[config.mk]
export PLATFORM = sky130hd
export DESIGN_NAME = instr_fetch
export DESIGN_NICKNAME = d
export VERILOG_FILES = /design/src/rtl/risc_z_pkg.sv /design/src/rtl/fetch_perf_cnt.sv /design/src/rtl/instr_fetch.sv
export SDC_FILE = /design/constraint.sdc
export NUM_CORES = 1
export LEC_CHECK = 0
export ABC_AREA = 1
export CORE_UTILIZATION = 31
export DETAILED_ROUTE_END_ITERATION = 16
export GPL_TIMING_DRIVEN = 0
export PLACE_DENSITY_LB_ADDON = 0.3
export RECOVER_POWER = 50
export SKIP_CTS_REPAIR_TIMING = 1
export SYNTH_ARGS = -nofsm -noshare
export SYNTH_HDL_FRONTEND = slang
export SYNTH_HIERARCHICAL = 1
export SYNTH_SLANG_ARGS = --single-unit
[constraint.sdc]
create_clock -name clk -period 3.7 [get_ports clk]
set_input_delay 0.74 -clock clk [delete_from_list [all_inputs] [get_ports clk]]
set_output_delay 0.74 -clock clk [all_outputs]
set_load 0.05 [all_outputs]
[src/rtl/risc_z_pkg.sv]
// rtl/risc_z_pkg.sv - shared fetch-stage constants: FSM encoding, NOP, PC defaults
package risc_z_pkg;

    localparam logic [1:0] FETCH_IDLE = 2'd0;
    localparam logic [1:0] FETCH_ADV  = 2'd1;
    localparam logic [1:0] FETCH_REQ  = 2'd2;
    localparam logic [1:0] FETCH_HOLD = 2'd3;

    localparam logic [15:0] NOP_INSTR    = 16'h0000;
    localparam int          DEF_PC_INC   = 1;
    localparam logic [15:0] DEF_RESET_PC = 16'h0000;

    localparam logic [31:0] PERF_CNT_MAX = 32'hFFFF_FFFF;

endpackage

[src/rtl/fetch_perf_cnt.sv]
// rtl/fetch_perf_cnt.sv - saturating fetch/stall event counters
module fetch_perf_cnt
    import risc_z_pkg::*;
(
    input  logic        clk,
    input  logic        resetn,
    input  logic        fetch_inc,
    input  logic        stall_inc,
    output logic [31:0] fetch_cnt,
    output logic [31:0] stall_cnt
);

    logic [31:0] fetch_cnt_q, fetch_cnt_d;
    logic [31:0] stall_cnt_q, stall_cnt_d;

    always_comb begin
        fetch_cnt_d = fetch_cnt_q;
        stall_cnt_d = stall_cnt_q;
        if (fetch_inc && (fetch_cnt_q != PERF_CNT_MAX)) begin
            fetch_cnt_d = fetch_cnt_q + 32'd1;
        end
        if (stall_inc && (stall_cnt_q != PERF_CNT_MAX)) begin
            stall_cnt_d = stall_cnt_q + 32'd1;
        end
    end

    always_ff @(posedge clk) begin
        if (!resetn) begin
            fetch_cnt_q <= 32'd0;
            stall_cnt_q <= 32'd0;
        end else begin
            fetch_cnt_q <= fetch_cnt_d;
            stall_cnt_q <= stall_cnt_d;
        end
    end

    assign fetch_cnt = fetch_cnt_q;
    assign stall_cnt = stall_cnt_q;

endmodule

[src/rtl/instr_fetch.sv]
// rtl/instr_fetch.sv - fetch stage FSM driving PC register, imem and IR; FETCH_PERF_CNT_EN adds perf counters
module instr_fetch
    import risc_z_pkg::*;
#(
    parameter int                ADDR_W   = 16,
    parameter int                DATA_W   = 16,
    parameter int                PC_INC   = DEF_PC_INC,
    parameter logic [ADDR_W-1:0] RESET_PC = ADDR_W'(DEF_RESET_PC)
) (
    input  logic              clk,
    input  logic              reset,
    input  logic [ADDR_W-1:0] pc_in,
    output logic [ADDR_W-1:0] pc_next,
    output logic              pc_en,
    output logic              imem_req,
    output logic [ADDR_W-1:0] imem_addr,
    input  logic              imem_ack,
    input  logic [DATA_W-1:0] imem_data,
    input  logic              redirect,
    input  logic [ADDR_W-1:0] redirect_pc,
    input  logic              stall,
    output logic [DATA_W-1:0] ir,
    output logic [ADDR_W-1:0] ir_pc,
    output logic              ir_valid
`ifdef FETCH_PERF_CNT_EN
    ,
    output logic [31:0]       fetch_cnt,
    output logic [31:0]       stall_cnt
`endif
);

    logic [1:0]        state_q, state_d;
    logic [ADDR_W-1:0] pc_next_q, pc_next_d;
    logic              pc_en_q, pc_en_d;
    logic              imem_req_q, imem_req_d;
    logic [ADDR_W-1:0] imem_addr_q, imem_addr_d;
    logic [DATA_W-1:0] ir_q, ir_d;
    logic [ADDR_W-1:0] ir_pc_q, ir_pc_d;
    logic              ir_valid_q, ir_valid_d;
    logic              redirect_take;
    logic              fetch_ok;

    assign redirect_take = redirect && (state_q != FETCH_IDLE);
    // An ack only counts once our registered request is actually on the bus.
    assign fetch_ok = (state_q == FETCH_REQ) && imem_req_q && imem_ack && !redirect_take;

    always_comb begin
        state_d     = state_q;
        pc_next_d   = pc_next_q;
        pc_en_d     = 1'b0;
        imem_req_d  = imem_req_q;
        imem_addr_d = imem_addr_q;
        ir_d        = ir_q;
        ir_pc_d     = ir_pc_q;
        ir_valid_d  = ir_valid_q && stall;

        case (state_q)
            FETCH_IDLE: begin
                pc_next_d  = RESET_PC;
                pc_en_d    = 1'b1;
                imem_req_d = 1'b0;
                state_d    = FETCH_ADV;
            end
            FETCH_ADV: begin
                imem_req_d = 1'b0;
                state_d    = (ir_valid_q && stall) ? FETCH_HOLD : FETCH_REQ;
            end
            FETCH_REQ: begin
                imem_req_d  = 1'b1;
                imem_addr_d = pc_in;
                if (fetch_ok) begin
                    ir_d       = imem_data;
                    ir_pc_d    = pc_in;
                    ir_valid_d = 1'b1;
                    pc_next_d  = pc_in + ADDR_W'(PC_INC);
                    pc_en_d    = 1'b1;
                    imem_req_d = 1'b0;
                    state_d    = FETCH_ADV;
                end
            end
            FETCH_HOLD: begin
                imem_req_d = 1'b0;
                if (!stall) begin
                    state_d = FETCH_ADV;
                end
            end
            default: state_d = FETCH_IDLE;
        endcase

        if (redirect_take) begin
            pc_next_d  = redirect_pc;
            pc_en_d    = 1'b1;
            ir_valid_d = 1'b0;
            imem_req_d = 1'b0;
            state_d    = FETCH_ADV;
        end
    end

    always_ff @(posedge clk) begin
        if (!reset) begin
            state_q     <= FETCH_IDLE;
            pc_next_q   <= '0;
            pc_en_q     <= 1'b0;
            imem_req_q  <= 1'b0;
            imem_addr_q <= '0;
            ir_q        <= DATA_W'(NOP_INSTR);
            ir_pc_q     <= '0;
            ir_valid_q  <= 1'b0;
        end else begin
            state_q     <= state_d;
            pc_next_q   <= pc_next_d;
            pc_en_q     <= pc_en_d;
            imem_req_q  <= imem_req_d;
            imem_addr_q <= imem_addr_d;
            ir_q        <= ir_d;
            ir_pc_q     <= ir_pc_d;
            ir_valid_q  <= ir_valid_d;
        end
    end

    assign pc_next   = pc_next_q;
    assign pc_en     = pc_en_q;
    assign imem_req  = imem_req_q;
    assign imem_addr = imem_addr_q;
    assign ir        = ir_q;
    assign ir_pc     = ir_pc_q;
    assign ir_valid  = ir_valid_q;

`ifdef FETCH_PERF_CNT_EN
    logic stall_evt;
    assign stall_evt = ir_valid_q && stall;

    fetch_perf_cnt u_perf_cnt (
        .clk       (clk),
        .resetn    (reset),
        .fetch_inc (fetch_ok),
        .stall_inc (stall_evt),
        .fetch_cnt (fetch_cnt),
        .stall_cnt (stall_cnt)
    );
`else
`endif

endmodule

After elaboration in Yosys (flattened, before gate mapping)
Index checks and enable logic that the tools add are counted.
Operators by class
  add/subtract/negate cells: 1
  equal/unequal tests: 7
  multiplexer cells: 15
  bitwise logic cells: 1
  reduce and logical (&&, ||, !) cells: 15
Operator list (number)
  2-to-1 mux 16 bit: 2
  one-hot mux 16 bit (2 select lines): 1
  adder 16 x 1 -> 16 bit (second input constant): 1
  one-hot mux 2 bit (4 select lines): 1
  AND reduction 2 bit: 4
  2-to-1 mux 1 bit: 7
  != test 3 bit (second input constant): 2
  logical AND 1 bit: 5
  == test 2 bit (second input constant): 2
  2-to-1 mux 2 bit: 2
  != test 2 bit (second input constant): 2
  one-hot mux 1 bit (2 select lines): 2
  nonzero test 3 bit: 1
  OR reduction 3 bit: 1
  == test 2 x 1 -> 1 bit (second input constant): 1
  zero test 2 bit: 1
  nonzero test 2 bit: 1
  OR reduction 2 bit: 1
  zero test 1 bit: 1
  inverter 1 bit: 1
Storage, ports and cells
  flip-flop bits (word level): 69
  input port bits: 53
  output and inout port bits: 67
  logic and storage cells: 48

Longest topological paths before layout
Gate-level depths: netlist of run 1.
  depth after elaboration: 7
  depth in mapped cells: 9
  depth with buffers taken out: 8

Worst setup path after synthesis of run 1
No wires, ideal clock.
  path kind: input -> register
  start: input port imem_ack
  end: register ir_q[10] (netlist: ir[10])
  setup time: 0.134 ns
  arrival time: 1.455 ns
  required time: 3.566 ns
  path slack: 2.111 ns
  cell stages on the path: 6
  buffers on the path: 1
  cell sequence: nand2_1 nor2_2 nand2_1 buf_2 nand2_1 a21oi_1
On the way
  cells in the longest elaborated chain, start to end: 3
Ends and longest elaborated chain
  from (decl): RTL line instr_fetch.sv:17  | input logic imem_ack,
  logical AND 1 bit (2 in a row): RTL line instr_fetch.sv:45  | assign fetch_ok = (state_q == FETCH_REQ) && imem_req_q && imem_ack && !redirect_take;
  AND reduction 2 bit (no line)
  to (signal assigned): RTL line instr_fetch.sv:106  | ir_q <= DATA_W'(NOP_INSTR);
  to (signal assigned): RTL line instr_fetch.sv:115  | ir_q <= ir_d;
  to (decl): RTL line instr_fetch.sv:37  | logic [DATA_W-1:0] ir_q, ir_d;
Every way passes these cells.
A chain may end at the register's enable or synchronous reset.

Worst setup path in the final report of run 1
  start: input port redirect
  end: register pc_next_q[1] (netlist: pc_next[1])
On the way
  cells in the longest elaborated chain, start to end: 5
  elaborated cells between the ends (all ways): 7
  those cells by class: 1 x eq/ne; 1 x mux; 5 x reduce/logical
Ends and longest elaborated chain
  from (decl): RTL line instr_fetch.sv:19  | input logic redirect,
  logical AND 1 bit *: RTL line instr_fetch.sv:43  | assign redirect_take = redirect && (state_q != FETCH_IDLE);
  zero test 1 bit: RTL line instr_fetch.sv:45
  logical AND 1 bit: RTL line instr_fetch.sv:45
  != test 3 bit (no line)
  AND reduction 2 bit (no line)
  to (signal assigned): RTL line instr_fetch.sv:111  | pc_next_q <= pc_next_d;
  to (decl): RTL line instr_fetch.sv:33  | logic [ADDR_W-1:0] pc_next_q, pc_next_d;
Every way passes the cells marked *; elsewhere a longest branch is shown, timed or not.

==> metrics.md, run 1 <==
| Metric | Value |
|---|---|
| Crit-path max FO | `10` |
| Post-synth EDFFs | `0` |
| Relative max-transition margin | `0.237` |
| Die area | `0.00973 sq mm` |
| Unique masters post-synth | `25` |
| Max cap viols | `0` |
| Synth top cells by count | `73 x a21oi_1, 69 x dfxtp_1, 66 x nand2_1` |
| Power per Cell Area | `395 mW/mm^2` |
| First-pass detailed-route iteration total | `4` |
| CTS Buf Count | `9` |
| Critical path arrival | `3.04 ns` |
| Initial core utilization | `0.326` |
| Top-count cell post-synth | `a21oi_1` |
| Nets | `576` |
| Global route total overflow | `0` |
| Vias per cell | `5.02` |
| Cell Rows | `34` |
| Gate Count Post-Synth | `392` |
| Peak per-stage delay on the critical path | `0.64 ns` |
| Switch share | `0.298` |
| Clock transition at path regs | `0.07 ns` |
| Crit. End Element | `register` |
| Layout cell share with drive strength beyond 1 | `0.0514` |
| Top post-synthesis cells by area | `dfxtp_1 48%, a21oi_1 13%, nand2_1 8.6%` |
| TNS Setup | `0 ns` |
| # setup viols final | `0` |
| Iteration-0 DRC Markers | `153` |
| Ys Warns | `6` |
| N_diodes | `0` |
| GRT met2 Usage | `0.347` |
| Setup CP Type | `in -> reg` |
| Syn Area/Cell | `7.39 sq um` |
| Skew-Pair Late Insertion Delay | `0.35 ns` |
| Top Usage Layer GRT | `met2` |
| I/O Pins | `120` |
| Post-route insts no fill | `633` |
| Reg power frac | `0.456` |
| Antenna Nets Post-Route | `0` |
| Primary FF master, synth | `dfxtp_1` |
| Core area | `0.00889 sq mm` |
| Leakage | `1.59 nW` |
| RSZ-0062 raised after global routing | `no` |
| Worst EP required | `3.98 ns` |
| P&R area growth vs syn | `51.5%` |
| Clock power share | `0.335` |
| P_sw | `0.516 mW` |
| Wire per inst | `15.7 um` |
| Largest area contributor in the netlist | `dfxtp_1` |
| Final min period | `2.77 ns` |
| Met1 Use GR | `0.260` |
| Vias in the first global route | `3129` |
| FMAX | `362 MHz` |
| Clk sinks | `69` |
| Critical path's slowest cell | `nor2_1` |
| Share of the synthesized area in the top cell type | `0.477` |
| Final Cycle Share | `0.748` |
| CTS tree | `built` |
| Routed Wire Length | `9950 um` |
| CP startpoint kind | `input port` |
| Final clock skew | `0.00782 ns` |
| Async SR Flop Fraction | `0` |
| Register bit total from synthesis | `69` |
| Pin count of the biggest net entering global routing | `11` |
| Initial antenna violation count | `0` |
| HP Class | `reg -> reg` |
| Die width | `98.7 um` |
| Hpwl dp | `7490 um` |
| Cell-internal power | `1.22 mW` |
| Via count | `3176` |
| Clk buf depth | `2` |
| Number of remaining DRC errors | `0` |
| Comb power frac | `0.208` |
| First-pass GRT wire length | `15800 um` |
| IO Port Bufs | `119` |
| Hold Violations, Final | `0` |
| Most common cell on crit path | `a21oi_1` |
| Pwr Total | `1.73 mW` |
| Total GRT Usage | `0.212` |
| CP cell instances | `dlygate4sd3_1 > nor2_1 > nand2_4 > o21ai_0 > buf_6 > a21oi_1 > a21oi_1` |
| RePlAce Congestion | `0.849` |
| Met3 GRT Util | `0.0504` |
| DIE HEIGHT | `98.7 um` |
| Clock root buffer | `clkbuf_8` |
| Placed Cells | `619` |
| Status | `finished, final reports clean` |
| Fill cells | `893` |
| Synth Cell Area | `0.00290 sq mm` |
| Slew Limit Fails | `0` |
| Worst-margin pin slew | `1.13 ns` |
| VDD IR max | `0.147 mV` |
| Synthesized Nets | `446` |
| Clock H-tree levels | `3` |
| Seq/Total Area, Yosys | `0.477` |
power groups by stage:
stage	clock (mW)	sequential, mW	combinational (mW)
after floorplan	0	0.906	0.0992
after global placement	0	0.806	0.359
after detailed placement	0	0.807	0.362
after CTS	0.597	0.790	0.363
after global routing	0.635	0.794	0.384
final	0.581	0.790	0.360
critical path, delay by kind of cell:
kind | cells | cell delay [ns]
AND/OR/NAND/NOR | 2 | 0.75
AO/OA/AOI/OAI | 3 | 0.66
buffers and inverters | 2 | 0.87
logic make-up (layout without fill, tap and decap cells):
kind of cell             count (synthesis)  count (layout)  share of synthesized area
adder cells (fa/ha/maj)                  1               1                    0.00432
AND/OR/NAND/NOR                        161             161                      0.244
AO/OA/AOI/OAI                          120             120                      0.215
flip-flops                              69              69                      0.477
buffers and inverters                   41             174                     0.0600
cell usage in the layout, fill, tap and decap left out:
master	instances
clkdlybuf4s50_1	116
a21oi_1	74
dfxtp_1	69
nand2_1	66
nand3_1	48
o21ai_0	40
nor2_1	39
inv_1	17
clkbuf_1	15
clkbuf_8	13
nand4_1	4
inv_2	3
buf_2	3
o21bai_1	3
dlygate4sd3_1	3
nand2_4	2
nor2_2	1
buf_4	1
buf_6	1
nor2_4	1
clkbuf_2	1
a31oi_1	1
o22ai_1	1
a311oi_1	1
ha_1	1
clkinv_2	1
path summary, 6_finish.rpt:
check,cells after the start,slack [ns],startpoint,endpoint
max reg2reg,8,1.48,state_q[0]$_SDFFE_PN0P_,pc_next[1]$_SDFFE_PN0P_
min,2,0.46,ir_pc[6]$_SDFFE_PN0P_,ir_pc[6]$_SDFFE_PN0P_
max,7,0.93,redirect,pc_next[1]$_SDFFE_PN0P_
min reg2reg,2,0.46,ir_pc[6]$_SDFFE_PN0P_,ir_pc[6]$_SDFFE_PN0P_
per-layer routing:
| metal | vias up | part of all wire |
|---|---|---|
| met4 | 0 | 0.027 |
| met1 | 1455 | 0.44 |
| li1 | 1586 | - |
| met3 | 20 | 0.062 |
| met2 | 115 | 0.47 |
| met5 | - | 0 |
per-stage QoR:
step | utilization | setup WS [ns] | instance area [sq um] | hold slack, ns
detailed placement | 0.475 | 1.25 | 4220 | 0.453
global route | 0.494 | 0.804 | 4390 | 0.475
finish | 0.494 | 0.934 | 4390 | 0.462
floorplan | - | 2.11 | 2900 | 0.495
CTS | 0.496 | 1.42 | 4410 | 0.463
global placement | 0.475 | 1.28 | 4220 | 0.448
flip-flops by register name (all words and copies together), names as in the netlist:
register,count
imem_addr,16
ir,16
ir_pc,16
pc_next,16
state_q,2
imem_req,1
ir_valid,1
pc_en,1
final cells by class:
class                      instances  area (sq um)  share of cell area
timing repair buffer             119          1190               0.271
clock buffer                      13           179              0.0408
clock inverter                     1          5.00             0.00114
inverter                          20          75.1              0.0171
multi-input combinational        282          1330               0.302
buffer                            21          95.1              0.0217
sequential                        69          1380               0.315
tap                              108           135              0.0308
Note: power is estimated with default switching activity, not from simulation.
==> inputs of run 2 (changes only) <==
Clock period 3.7 ns to 2.75 ns, I/O delays scaled along.
==> run 2 against run 1 <==
Net effect: cell area is the same; critical path type unchanged; sequential share of layout area is the same; count of clock-buffer cells in the layout is the same; worst hold slack is essentially flat; highest routed layer unchanged.
==> metrics.md, run 2 (synthesis gave the netlist of run 1 again) <==
| Metric | Value |
|---|---|
| Status | `finished, final reports clean (unchanged)` |
| FMAX | `434 MHz` |
| First-pass detailed-route iteration total | `5 (was 4)` |
| Vias per cell | `5.05 (was 5.02)` |
| CP startpoint kind | `input port (unchanged)` |
| N_diodes | `0 (unchanged)` |
| Pwr Total | `2.33 mW (was 1.73 mW)` |
| Global route total overflow | `0 (unchanged)` |
| Clock transition at path regs | `0.07 ns (about the same)` |
| Core area | `0.00889 sq mm (unchanged)` |
| Clk buf depth | `2 (unchanged)` |
| Clock H-tree levels | `3 (unchanged)` |
| VDD IR max | `0.196 mV (was 0.147 mV)` |
| Most common cell after layout, fill and taps aside | `clkdlybuf4s50_1 (unchanged)` |
| Dpl ws | `0.489 ns (was 1.25 ns)` |
| Initial antenna violation count | `0 (unchanged)` |
| Hpwl dp | `7490 um (unchanged)` |
| RePlAce Congestion | `0.849 (unchanged)` |
| Fin Hold WS | `0.462 ns (about the same)` |
| Worst-margin pin slew | `0.789 ns (was 1.13 ns)` |
| Initial core utilization | `0.326 (unchanged)` |
| Skew-Pair Late Insertion Delay | `0.35 ns (about the same)` |
| P&R area growth vs syn | `51.5% (unchanged)` |
| Placed Area | `0.00422 sq mm (unchanged)` |
| Final clock skew | `0.00637 ns (was 0.00782 ns)` |
| Via count | `3198 (was 3176)` |
| Die width | `98.7 um (unchanged)` |
| Wire per inst | `15.8 um (was 15.7 um)` |
| Crit. End Element | `register (unchanged)` |
| HP Class | `reg -> reg (unchanged)` |
| Finished Cell Area | `0.00439 sq mm (unchanged)` |
| Antenna Nets Post-Route | `0 (unchanged)` |
| Nets | `576 (unchanged)` |
| TNS Setup | `0 ns (unchanged)` |
| R2R Setup Slk | `0.66 ns (was 1.48 ns)` |
| I/O Pins | `120 (unchanged)` |
| Slew Limit Fails | `0 (unchanged)` |
| Number of remaining DRC errors | `0 (unchanged)` |
| Leakage | `1.59 nW (about the same)` |
| Setup CP Type | `in -> reg (unchanged)` |
| Routed Wire Length | `10000 um (was 9950 um)` |
| Total GRT Usage | `0.212 (unchanged)` |
| Iteration-0 DRC Markers | `151 (was 153)` |
| Clk sinks | `69 (unchanged)` |
| IO Port Bufs | `119 (unchanged)` |
| Worst reg2reg path depth | `9 (was 8)` |
| Power per Cell Area | `531 mW/mm^2 (was 395 mW/mm^2)` |
| CTS tree | `built (unchanged)` |
| CTS Buf Count | `9 (unchanged)` |
| RSZ-0062 raised after global routing | `no (unchanged)` |
| Pin count of the biggest net entering global routing | `11 (unchanged)` |
| Hold Violations, Final | `0 (unchanged)` |
| Worst EP required | `2.99 ns (was 3.98 ns)` |
| Crit-path max FO | `10 (unchanged)` |
| DIE HEIGHT | `98.7 um (unchanged)` |
| Critical path arrival | `2.55 ns (was 3.04 ns)` |
| Cell Rows | `34 (unchanged)` |
| Vias in the first global route | `3129 (unchanged)` |
| Die area | `0.00973 sq mm (unchanged)` |
| Hold Path Depth | `2 (unchanged)` |
| Layout cell share with drive strength beyond 1 | `0.0495 (was 0.0514)` |
| First-pass GRT wire length | `15800 um (unchanged)` |
| Most frequent cells in the layout | `116 x clkdlybuf4s50_1, 74 x a21oi_1, 69 x dfxtp_1 (unchanged)` |
| Setup slack after layout | `0.446 ns (was 0.934 ns)` |
| Final min period | `2.30 ns` |
| Relative max-transition margin | `0.472 (was 0.237)` |
| Max cap viols | `0 (unchanged)` |
| Final Cycle Share | `0.838` |
| # setup viols final | `0 (unchanged)` |
| Clock root buffer | `clkbuf_8 (unchanged)` |
[run 2: changes by cell type in the layout (fill, tap and decap cells not counted)]
cell / before / now
buf_2: 3 / 2
clkbuf_1: 15 / 16
nor2_1: 39 / 40
nor2_2: 1 / 0
o21ai_0: 40 / 39
o21ai_2: 0 / 1
[run 2: critical path, cell delays in order]
cell and delay [ns]:
clkdlybuf4s50_1 0.52, nor2_1 0.67, nand2_4 0.12, inv_1 0.16
nor2_4 0.07, clkbuf_2 0.20, o21ai_0 0.20, a21oi_1 0.05
[run 2: power breakdown]
part / switching, mW / total, mW / leakage, nW / internal, mW
clock: 0.368 / 0.783 / 0.0974 / 0.415
combinational: 0.305 / 0.485 / 0.932 / 0.180
sequential: 0.0219 / 1.06 / 0.561 / 1.04
total: 0.695 / 2.33 / 1.59 / 1.64
[run 2: area by class of cell]
| cell class | count | area (sq um) |
|---|---|---|
| Sequential cell | 69 | 1380 |
| Fill cell | 891 | 4500 |
| Tap cell | 108 | 135 |
| Clock buffer | 13 | 179 |
| Clock inverter | 1 | 5.00 |
| Timing Repair Buffer | 119 | 1190 |
| Inverter | 20 | 75.1 |
| Multi-Input combinational cell | 282 | 1330 |
| Buffer | 21 | 93.8 |
[run 2: final timing paths]
path,end,start
worst max register to register,pc_next[8]$_SDFFE_PN0P_,state_q[0]$_SDFFE_PN0P_
worst min-delay path,ir_pc[6]$_SDFFE_PN0P_,ir_pc[6]$_SDFFE_PN0P_
worst max-delay path,pc_next[8]$_SDFFE_PN0P_,redirect
worst min register to register,ir_pc[6]$_SDFFE_PN0P_,ir_pc[6]$_SDFFE_PN0P_
[run 2: routing by layer]
metal	vias up	share of wire	global-route usage
met1	1477	0.44	0.260
li1	1587	-	-
met2	114	0.47	0.347
met5	-	0	0
met4	0	0.025	0.111
met3	20	0.064	0.0504
[run 2: per-stage QoR]
step,utilization,std cells
floorplan,-,392
global placement,0.475,619
detailed placement,0.475,619
CTS,0.496,633
global route,0.494,633
finish,0.494,633
==> inputs of run 3 (changes only) <==
Clock period 2.75 ns to 2.1 ns, I/O delays scaled along.
==> run 3 against run 2 <==
Net effect: die area unchanged; clock power up 32%; routed wire length down 0.16%; count of clock-buffer cells in the layout unchanged; highest routed layer unchanged; critical path type is now reg -> out.
==> metrics.md, run 3 (synthesis gave the netlist of run 1 again) <==
| Metric | Value |
|---|---|
| Status | `finished, final reports clean (unchanged)` |
| Worst-margin pin slew | `0.552 ns (was 0.789 ns)` |
| Total GRT Usage | `0.212 (unchanged)` |
| IO Port Bufs | `119 (unchanged)` |
| Vias in the first global route | `3129 (unchanged)` |
| Fin util | `0.494 (about the same)` |
| Post-route insts no fill | `633 (unchanged)` |
| Pwr Total | `3.05 mW (was 2.33 mW)` |
| Clk buf depth | `2 (unchanged)` |
| # setup viols final | `0 (unchanged)` |
| Number of remaining DRC errors | `0 (unchanged)` |
| Clk sinks | `69 (unchanged)` |
| Clock transition at path regs | `0.07 ns (about the same)` |
| Peak per-stage delay on the critical path | `0.81 ns (was 0.67 ns)` |
| P&R area growth vs syn | `51.7% (was 51.5%)` |
| Most common cell after layout, fill and taps aside | `clkdlybuf4s50_1 (unchanged)` |
| Worst reg2reg path depth | `9 (unchanged)` |
| Global route total overflow | `0 (unchanged)` |
| Placed Cells | `619 (unchanged)` |
| Setup CP Type | `reg -> out (was in -> reg)` |
| Hpwl dp | `7490 um (unchanged)` |
| TNS Setup | `0 ns (unchanged)` |
| Iteration-0 DRC Markers | `123 (was 151)` |
| R2R Setup Slk | `0.29 ns (was 0.66 ns)` |
| Pin count of the biggest net entering global routing | `11 (unchanged)` |
| HP Start | `ir_pc[6]$_SDFFE_PN0P_ (unchanged)` |
| Final Cycle Share | `0.927` |
| Critical path arrival | `1.53 ns (was 2.55 ns)` |
| First-pass GRT wire length | `15800 um (unchanged)` |
| CP startpoint kind | `register (was input port)` |
| First-pass detailed-route iteration total | `4 (was 5)` |
| Reg power frac | `0.456 (about the same)` |
| I/O Pins | `120 (unchanged)` |
| Antenna Nets Post-Route | `0 (unchanged)` |
| Most frequent cells in the layout | `114 x clkdlybuf4s50_1, 74 x a21oi_1, 69 x dfxtp_1 (was 116 x clkdlybuf4s50_1, 74 x a21oi_1, 69 x dfxtp_1)` |
| N_diodes | `0 (unchanged)` |
| Core area | `0.00889 sq mm (unchanged)` |
| Clock power share | `0.336 (about the same)` |
| Cell Rows | `34 (unchanged)` |
| Hold Path Depth | `2 (unchanged)` |
| Leakage | `1.59 nW (about the same)` |
| Clock H-tree levels | `3 (unchanged)` |
| Seq. cell area | `0.00138 sq mm (unchanged)` |
| Hold Violations, Final | `0 (unchanged)` |
| Die area | `0.00973 sq mm (unchanged)` |
| Initial core utilization | `0.326 (unchanged)` |
| CP cell instances | `clkdlybuf4s50_1 (was clkdlybuf4s50_1 > nor2_1 > nand2_4 > inv_1 > nor2_4 > clkbuf_2 > o21ai_0 > a21oi_1)` |
| Via count | `3200 (was 3198)` |
| Worst reg2reg endpoint | `pc_next[7]$_SDFFE_PN0P_ (was pc_next[8]$_SDFFE_PN0P_)` |
| Fill cells | `890 (was 891)` |
| Area of the multi-input gates | `0.00133 sq mm (about the same)` |
| CTS Buf Count | `9 (unchanged)` |
| Crit-path max FO | `2 (was 10)` |
| FMAX | `513 MHz` |
| Final min period | `1.95 ns` |
| Layout cell share with drive strength beyond 1 | `0.0571 (was 0.0495)` |
| Max cap viols | `0 (unchanged)` |
| Comb power frac | `0.208 (about the same)` |
| R2R Path Start | `state_q[0]$_SDFFE_PN0P_ (unchanged)` |
| DIE HEIGHT | `98.7 um (unchanged)` |
| Wire per inst | `15.8 um (about the same)` |
| Routed Wire Length | `9990 um (was 10000 um)` |
| CP Launch Point | `pc_next[14]$_SDFFE_PN0P_ (was redirect)` |
| Crit. End Element | `output pin (was register)` |
| Relative max-transition margin | `0.628 (was 0.472)` |
| Nets | `576 (unchanged)` |
| Switch share | `0.299 (was 0.298)` |
| VDD IR max | `0.258 mV (was 0.196 mV)` |
| Skew-Pair Late Insertion Delay | `0.35 ns (about the same)` |
| HP Class | `reg -> reg (unchanged)` |
| Power per Cell Area | `695 mW/mm^2 (was 531 mW/mm^2)` |
| RePlAce Congestion | `0.849 (unchanged)` |
| RSZ-0062 raised after global routing | `no (unchanged)` |
| Initial antenna violation count | `0 (unchanged)` |
| CP bufs+invs | `1 (was 3)` |
| Vias per cell | `5.06 (was 5.05)` |
| Clock root buffer | `clkbuf_8 (unchanged)` |
| Critical path's slowest cell | `clkdlybuf4s50_1 (was nor2_1)` |
| Final clock skew | `0.00954 ns (was 0.00637 ns)` |
| Delay-heaviest family, CP | `buffers and inverters (unchanged)` |
| CTS tree | `built (unchanged)` |
| Die width | `98.7 um (unchanged)` |
| Worst EP required | `1.68 ns (was 2.99 ns)` |
| P_sw | `0.912 mW (was 0.695 mW)` |
| Slew Limit Fails | `0 (unchanged)` |
| Cell-internal power | `2.14 mW (was 1.64 mW)` |
| Endpoint, Worst Hold | `ir_pc[6]$_SDFFE_PN0P_ (unchanged)` |
==> run 3: cell count changes in the layout (fill, tap and decap cells not counted), moves of 2 or more <==
cell,before,now
buf_2,2,5
clkbuf_1,16,12
clkdlybuf4s50_1,116,114
dlygate4sd3_1,3,5
nor2_1,40,38
==> run 3: metrics by stage <==
step	cell area (sq um)	hold WS (ns)	setup WS, ns
floorplan	2900	0.495	0.528
global placement	4220	0.448	-0.00121
detailed placement	4220	0.453	-0.0308
CTS	4410	0.463	0.139
global route	4400	0.475	0.0762
finish	4400	0.461	0.153
==> run 3: power groups by stage <==
| stage | registers [mW] | clock network (mW) | logic [mW] |
|---|---|---|---|
| detailed placement | 1.42 | 0 | 0.638 |
| floorplan | 1.60 | 0 | 0.175 |
| global route | 1.40 | 1.12 | 0.677 |
| CTS | 1.39 | 1.05 | 0.640 |
| finish | 1.39 | 1.03 | 0.635 |
| global placement | 1.42 | 0 | 0.633 |
==> run 3: layout make-up <==
type | count | area share
sequential | 69 | 0.314
multi-input combinational | 282 | 0.303
timing repair buffer | 119 | 0.271
clock buffer | 13 | 0.0407
tap | 108 | 0.0307
buffer | 21 | 0.0225
inverter | 20 | 0.0171
clock inverter | 1 | 0.00114
==> run 3: worst max path at each step <==
stage,endpoint,slack (ns),depth (start not counted)
after detailed placement,pc_next[10]$_SDFFE_PN0P_,-0.03,8
final,pc_next[14],0.15,1
after global placement,pc_next[11]$_SDFFE_PN0P_,-0.001,8
after global routing,pc_next[8]$_SDFFE_PN0P_,0.08,8
after floorplan,ir[10]$_SDFFE_PN0P_,0.53,6
after CTS,ir[6],0.14,1
==> run 3: layer usage <==
layer	track usage	routed length, um	vias to the layer above	share of wire
met5	0	0	-	0
met4	0.111	342	0	0.034
met3	0.0504	612	28	0.061
met2	0.347	4570	123	0.46
met1	0.260	4470	1458	0.45
li1	-	-	1591	-
